## src/rtl/ahb_lite_cmd_master.sv

```systemverilog
// Single-outstanding AHB-Lite initiator: valid/ready command in, one AHB transfer, response out.
// Optional data-phase timeout is built when AHB_MST_TIMEOUT_EN is defined.
module ahb_lite_cmd_master #(
   parameter int unsigned TIMEOUT_CYCLES = 256
) (
   input  logic        HCLK,
   input  logic        HRESETn,
   input  logic        cmd_valid,
   output logic        cmd_ready,
   input  logic        cmd_write,
   input  logic [31:0] cmd_addr,
   input  logic [2:0]  cmd_size,
   input  logic [31:0] cmd_wdata,
   output logic        rsp_valid,
   input  logic        rsp_ready,
   output logic [31:0] rsp_rdata,
   output logic        rsp_err,
   output logic        rsp_timeout,
   output logic        busy,
   output logic [31:0] HADDR,
   output logic [1:0]  HTRANS,
   output logic        HWRITE,
   output logic [2:0]  HSIZE,
   output logic [2:0]  HBURST,
   output logic [3:0]  HPROT,
   output logic        HMASTLOCK,
   output logic [31:0] HWDATA,
   input  logic        HREADY,
   input  logic [31:0] HRDATA,
   input  logic [1:0]  HRESP
);

   typedef enum logic [1:0] {S_IDLE, S_ADDR, S_DATA, S_RESP} state_e;

   localparam logic [1:0] TRANS_IDLE   = 2'b00;
   localparam logic [1:0] TRANS_NONSEQ = 2'b10;

   state_e      state_q, state_d;
   logic [1:0]  htrans_q, htrans_d;
   logic [31:0] haddr_q, haddr_d;
   logic        hwrite_q, hwrite_d;
   logic [2:0]  hsize_q, hsize_d;
   logic [31:0] hwdata_q, hwdata_d;
   logic [31:0] wdata_q, wdata_d;
   logic        err_q, err_d;
   logic        rsp_valid_q, rsp_valid_d;
   logic [31:0] rsp_rdata_q, rsp_rdata_d;
   logic        rsp_err_q, rsp_err_d;
   logic        cmd_ready_q, cmd_ready_d;
   logic        busy_q, busy_d;

`ifdef AHB_MST_TIMEOUT_EN
   localparam int unsigned CNT_W = $clog2(TIMEOUT_CYCLES + 1);
   logic [CNT_W-1:0] tmo_cnt_q, tmo_cnt_d;
   logic             rsp_timeout_q, rsp_timeout_d;
   logic             unused_s;
   assign unused_s = HRESP[1];
`else
   logic             unused_s;
   assign unused_s = ^{HRESP[1], 32'(TIMEOUT_CYCLES)};
`endif

   // Size/alignment legality: byte always, halfword even, word on a 4-byte boundary.
   function automatic logic cmd_legal(input logic [2:0] size, input logic [1:0] addr_lo);
      logic ok;
      case (size)
         3'd0:    ok = 1'b1;
         3'd1:    ok = ~addr_lo[0];
         3'd2:    ok = (addr_lo == 2'b00);
         default: ok = 1'b0;
      endcase
      return ok;
   endfunction

   // State and output registers; every bus and response output comes straight from a flop.
   always_ff @(posedge HCLK or negedge HRESETn) begin
      if (!HRESETn) begin
         state_q     <= S_IDLE;
         htrans_q    <= TRANS_IDLE;
         haddr_q     <= 32'h0000_0000;
         hwrite_q    <= 1'b0;
         hsize_q     <= 3'b000;
         hwdata_q    <= 32'h0000_0000;
         wdata_q     <= 32'h0000_0000;
         err_q       <= 1'b0;
         rsp_valid_q <= 1'b0;
         rsp_rdata_q <= 32'h0000_0000;
         rsp_err_q   <= 1'b0;
         cmd_ready_q <= 1'b1;
         busy_q      <= 1'b0;
`ifdef AHB_MST_TIMEOUT_EN
         tmo_cnt_q     <= '0;
         rsp_timeout_q <= 1'b0;
`endif
      end else begin
         state_q     <= state_d;
         htrans_q    <= htrans_d;
         haddr_q     <= haddr_d;
         hwrite_q    <= hwrite_d;
         hsize_q     <= hsize_d;
         hwdata_q    <= hwdata_d;
         wdata_q     <= wdata_d;
         err_q       <= err_d;
         rsp_valid_q <= rsp_valid_d;
         rsp_rdata_q <= rsp_rdata_d;
         rsp_err_q   <= rsp_err_d;
         cmd_ready_q <= cmd_ready_d;
         busy_q      <= busy_d;
`ifdef AHB_MST_TIMEOUT_EN
         tmo_cnt_q     <= tmo_cnt_d;
         rsp_timeout_q <= rsp_timeout_d;
`endif
      end
   end

   // Next-state and next-output logic for the IDLE/ADDR/DATA/RESP sequence.
   always_comb begin
      state_d     = state_q;
      htrans_d    = htrans_q;
      haddr_d     = haddr_q;
      hwrite_d    = hwrite_q;
      hsize_d     = hsize_q;
      hwdata_d    = hwdata_q;
      wdata_d     = wdata_q;
      err_d       = err_q;
      rsp_valid_d = rsp_valid_q;
      rsp_rdata_d = rsp_rdata_q;
      rsp_err_d   = rsp_err_q;
      cmd_ready_d = cmd_ready_q;
      busy_d      = busy_q;
`ifdef AHB_MST_TIMEOUT_EN
      tmo_cnt_d     = tmo_cnt_q;
      rsp_timeout_d = rsp_timeout_q;
`endif

      case (state_q)
         S_IDLE: begin
            if (cmd_valid) begin
               hwrite_d    = cmd_write;
               haddr_d     = cmd_addr;
               hsize_d     = cmd_size;
               wdata_d     = cmd_wdata;
               cmd_ready_d = 1'b0;
               busy_d      = 1'b1;
               if (cmd_legal(cmd_size, cmd_addr[1:0])) begin
                  state_d  = S_ADDR;
                  htrans_d = TRANS_NONSEQ;
               end else begin
                  // Rejected locally: no bus activity, error response next cycle.
                  state_d     = S_RESP;
                  rsp_valid_d = 1'b1;
                  rsp_err_d   = 1'b1;
                  rsp_rdata_d = 32'h0000_0000;
               end
            end else begin
               state_d = S_IDLE;
            end
         end

         S_ADDR: begin
            if (HREADY) begin
               state_d  = S_DATA;
               htrans_d = TRANS_IDLE;
               hwdata_d = hwrite_q ? wdata_q : 32'h0000_0000;
               err_d    = 1'b0;
`ifdef AHB_MST_TIMEOUT_EN
               tmo_cnt_d = '0;
`endif
            end else begin
               state_d = S_ADDR;
            end
         end

         S_DATA: begin
            if (HREADY) begin
               state_d     = S_RESP;
               hwdata_d    = 32'h0000_0000;
               rsp_valid_d = 1'b1;
               rsp_err_d   = err_q | HRESP[0];
               rsp_rdata_d = (!hwrite_q && !(err_q | HRESP[0])) ? HRDATA : 32'h0000_0000;
            end else begin
               err_d = err_q | HRESP[0];
`ifdef AHB_MST_TIMEOUT_EN
               tmo_cnt_d = tmo_cnt_q + 1'b1;
               if (tmo_cnt_q == CNT_W'(TIMEOUT_CYCLES - 1)) begin
                  state_d       = S_RESP;
                  hwdata_d      = 32'h0000_0000;
                  rsp_valid_d   = 1'b1;
                  rsp_err_d     = 1'b1;
                  rsp_timeout_d = 1'b1;
                  rsp_rdata_d   = 32'h0000_0000;
               end else begin
                  state_d = S_DATA;
               end
`else
               state_d = S_DATA;
`endif
            end
         end

         S_RESP: begin
            if (rsp_ready) begin
               state_d     = S_IDLE;
               rsp_valid_d = 1'b0;
               rsp_err_d   = 1'b0;
               rsp_rdata_d = 32'h0000_0000;
               cmd_ready_d = 1'b1;
               busy_d      = 1'b0;
`ifdef AHB_MST_TIMEOUT_EN
               rsp_timeout_d = 1'b0;
`endif
            end else begin
               state_d = S_RESP;
            end
         end

         default: begin
            state_d     = S_IDLE;
            htrans_d    = TRANS_IDLE;
            rsp_valid_d = 1'b0;
            cmd_ready_d = 1'b1;
            busy_d      = 1'b0;
         end
      endcase
   end

   assign cmd_ready = cmd_ready_q;
   assign rsp_valid = rsp_valid_q;
   assign rsp_rdata = rsp_rdata_q;
   assign rsp_err   = rsp_err_q;
   assign busy      = busy_q;
   assign HADDR     = haddr_q;
   assign HTRANS    = htrans_q;
   assign HWRITE    = hwrite_q;
   assign HSIZE     = hsize_q;
   assign HWDATA    = hwdata_q;
   assign HBURST    = 3'b000;
   assign HPROT     = 4'b0011;
   assign HMASTLOCK = 1'b0;
`ifdef AHB_MST_TIMEOUT_EN
   assign rsp_timeout = rsp_timeout_q;
`else
   assign rsp_timeout = 1'b0;
`endif

endmodule

```

## config.mk

```make
export PLATFORM = sky130hd
export DESIGN_NAME = ahb_lite_cmd_master
export DESIGN_NICKNAME = d
export VERILOG_FILES = /design/src/rtl/ahb_lite_cmd_master.sv
export SDC_FILE = /design/constraint.sdc
export NUM_CORES = 1
export LEC_CHECK = 0
export CAP_MARGIN = 10
export CORE_MARGIN = 2
export CORE_UTILIZATION = 44
export DETAILED_ROUTE_END_ITERATION = 6
export PLACE_DENSITY_LB_ADDON = 0.08
export SLEW_MARGIN = 25
export SYNTH_ARGS = -nofsm -noshare
export SYNTH_HDL_FRONTEND = slang
export SYNTH_SLANG_ARGS = --single-unit
export TNS_END_PERCENT = 100
```

## constraint.sdc

```tcl
create_clock -name HCLK -period 1.9 [get_ports HCLK]
set_input_delay 0.19 -clock HCLK [delete_from_list [all_inputs] [get_ports HCLK]]
set_output_delay 0.19 -clock HCLK [all_outputs]
set_load 0.03 [all_outputs]
```

==> summary.txt, run 1 <==
Critical path
  • Critical-path cell list: clkdlybuf4s50_1
  • R2r setup slk: 0.21 ns
  • CP endpoint kind: output port
  • Worst path required time: 1.71 ns
  • Max stage delay on crit path: 0.70 ns
  • Critical path arrival: 1.64 ns
  • Crit path from: cmd_ready
  • R2r startpoint: state_q[0]
  • Setup CP Type: reg -> out
  • Startpoint type of the worst setup path: flop
  • CP top delay family: buffers and inverters
  • Slowest CP cell: clkdlybuf4s50_1
  • Buf+Inv Stages, Crit Path: 1
  • Max FO, Critical Path: 3

STA
  • Skew final: 0.00761 ns
  • Final Hold Vio Count: 0
  • Slew @ Worst Pin: 0.673 ns
  • RSZ-0062 raised after global routing: no
  • Slew headroom: 55.0%
  • Max Slew Vio Count: 0
  • F_max: 0.548 GHz
  • Worst hold slack: 0.316 ns
  • Crit share post-route: 96.1%
  • Final setup violation count: 0
  • Final worst slack: 0.0746 ns
  • Min Tclk post-route: 1.83 ns

Clock tree
  • Cts repair resizes: 0
  • CTS tree: built
  • Worst-Skew Late Latency: 0.41 ns
  • Clock Tree Buf Depth: 2
  • Clk root buf: clkbuf_16
  • CTS clk-pin slew, worst paths: 0.05 ns
  • CTS Buf Count: 17
  • Htree depth: 4
  • # clock sinks: 140

Job
  • Total of max-cap violations: 0

Power and ir drop
  • Switching pwr: 5020 µW
  • P_leak: 0.00381 µW
  • Internal power: 9300 µW
  • Net Sw Frac: 35.1%
  • Pwr/cell area: 1650 mW/mm²
  • Comb pwr share: 43.0%
  • Peak VDD IR: 0.998 mV
  • Share of power burned in registers: 33.7%
  • Clk pwr share: 23.2%

Finish
  • Final #Nets: 758
  • Share of layout cells above drive strength 1: 19.1%
  • Area growth from synthesis to layout: 53.0%
  • Ant. Diodes: 0
  • Final std cells w/o fill: 836
  • Fill cells: 966

Yosys
  • Top-area cell type share of the netlist area: 61.3%
  • Ranking of synthesized cells by area: dfrtp_1 61%, mux2_2 13%, mux2i_1 5.6%
  • EDFF count, synth: 0
  • Synth warn: 0
  • Ys flop type: dfrtp_1
  • Register area share after synthesis: 61.8%
  • Gate count after technology mapping: 422
  • Synth Register Bits: 140
  • Synth unique cells: 33
  • Synth Area per Inst: 13.4 µm²
  • Mapped cell area: 0.00568 mm²
  • Synth cell count leaders: 139 x dfrtp_1, 65 x mux2_2, 45 x nand2_1
  • Post-synth ARST share: 100%
  • Most frequent cell after synthesis: dfrtp_1
  • Synth area leader: dfrtp_1

Routing
  • Wire per inst: 16.3 µm
  • Drt first pass iters: 4
  • Final WL: 13.6 mm
  • Post-DR vias/cell: 4.87
  • DRC: 0
  • DRT iter0 DRCs: 145
  • Via count: 4071
  • ANT nets after route: 0

Placed design
  • HPWL Detailed: 9.74 mm
  • Pre-CTS WS: -0.0556 ns
  • GPL Wtd Cong: 0.743
  • Placed cells: 803
  • Port bufs: 210

Global routing
  • Tot GR Track Use: 20.5%
  • Initial antenna violation count: 0
  • Largest net degree at the start of global routing: 61
  • GRT overflow: 0
  • First-pass GRT wire length: 22.1 mm
  • Vias in the first global route: 4154

Status
  • Outcome: complete, no violations

Floorplan
  • Die H: 118 µm
  • # IOs: 222
  • Placement Rows: 41
  • Die Area: 0.0138 mm²
  • Starting Density: 45.0%
  • Core area: 0.0126 mm²
  • Chip width: 118 µm

Min path
  • Min-delay worst type: in -> async
## through the flow
stage	setup TNS (ns)	power (µW)	cell area [µm²]	util (%)
3_5_place_dp	-0.972	11100	8060	63.9
4_1_cts	0	14500	8680	68.8
3_3_place_gp	-4.95	10900	8060	63.9
5_1_grt	0	15000	8680	68.8
6_report	0	14300	8680	68.8
2_1_floorplan	0	8530	5710	-
## cells by family after synthesis
family / after synthesis / synth area share (%)
muxes: 100 / 19.1
DFF: 140 / 61.8
other: 2 / 0.132
xor gates and xnor gates: 1 / 0.154
buffers and inverters: 69 / 6.72
AOI/OAI and AO/OA: 55 / 7.91
and+or+nand+nor: 55 / 4.19
## registers in the layout (all words and copies together), names as in the netlist
name,flops
HSIZE,3
err_q,1
rsp_rdata,32
HWRITE,1
rsp_valid,1
rsp_err,1
wdata_q,32
HTRANS,1
HWDATA,32
state_q,2
HADDR,32
busy,1
cmd_ready,1
## cells in the final DEF, fill, tap and decap left out, types with 2 or more instances in the layout
| cell | n |
|---|---|
| clkinv_2 | 2 |
| nand2b_1 | 2 |
| clkbuf_8 | 7 |
| dfrtp_1 | 139 |
| bufinv_16 | 2 |
| a21oi_1 | 5 |
| mux2_1 | 3 |
| clkdlybuf4s50_1 | 209 |
| conb_1 | 10 |
| mux2i_1 | 32 |
| o21ai_0 | 8 |
| clkbuf_16 | 17 |
| mux2_2 | 65 |
| a22o_1 | 29 |
| a22oi_1 | 5 |
| clkbuf_1 | 3 |
| nor2_1 | 2 |
| nand2_1 | 45 |
| and3_1 | 2 |
| inv_1 | 36 |
| buf_4 | 17 |
| buf_12 | 7 |
## worst paths after layout
path,endpoint,depth (start not counted)
max in group asynchronous,HADDR[23],3
worst min-delay path,rsp_rdata[21],2
worst min register to register,HWDATA[20],1
worst max register to register,HADDR[21],5
min in group HCLK,rsp_rdata[9],3
worst max-delay path,cmd_ready,1
## layout make-up
class                           count  area [µm²]  share of cell area (%)
Clock buffer                       27         533                    6.14
Sequential cell                   140        3500                    40.4
Tap cell                          172         215                    2.48
Inverter                           36         135                    1.56
Clock inverter                      5        77.6                   0.893
Multi-Input combinational cell    221        1840                    21.2
Timing Repair Buffer              235        2380                    27.4
## what timing repair did
action | 4_1_cts | 5_1_grt
buffers inserted | 0 | 0
endpoints found under the hold margin | 53 | 0
hold buffers | 1 | 0
## power groups by stage
stage               registers, µW  clock network (µW)  logic, µW
floorplan                    6320                   0       2210
global placement             4820                   0       6110
detailed placement           4860                   0       6230
CTS                          4850                3390       6240
global route                 4980                3550       6500
finish                       4830                3330       6160
## layer usage
layer | global-route usage [%] | share of wire, % | vias up | routed length, µm
met5 | 0 | 0 | - | 0
met4 | 8.28 | 1.8 | 0 | 243
met3 | 7.75 | 7.4 | 18 | 1000
met2 | 32.5 | 50 | 156 | 6730
met1 | 25.3 | 41 | 2014 | 5610
li1 | - | - | 1883 | -
Power figures use the tool's default switching activity.
==> run 2, diff against run 1 <==
GPL_ROUTABILITY_DRIVEN = 0   (was not set)
==> results of run 2 <==
The final DEF is identical to that of run 1; final timing and power are the same.
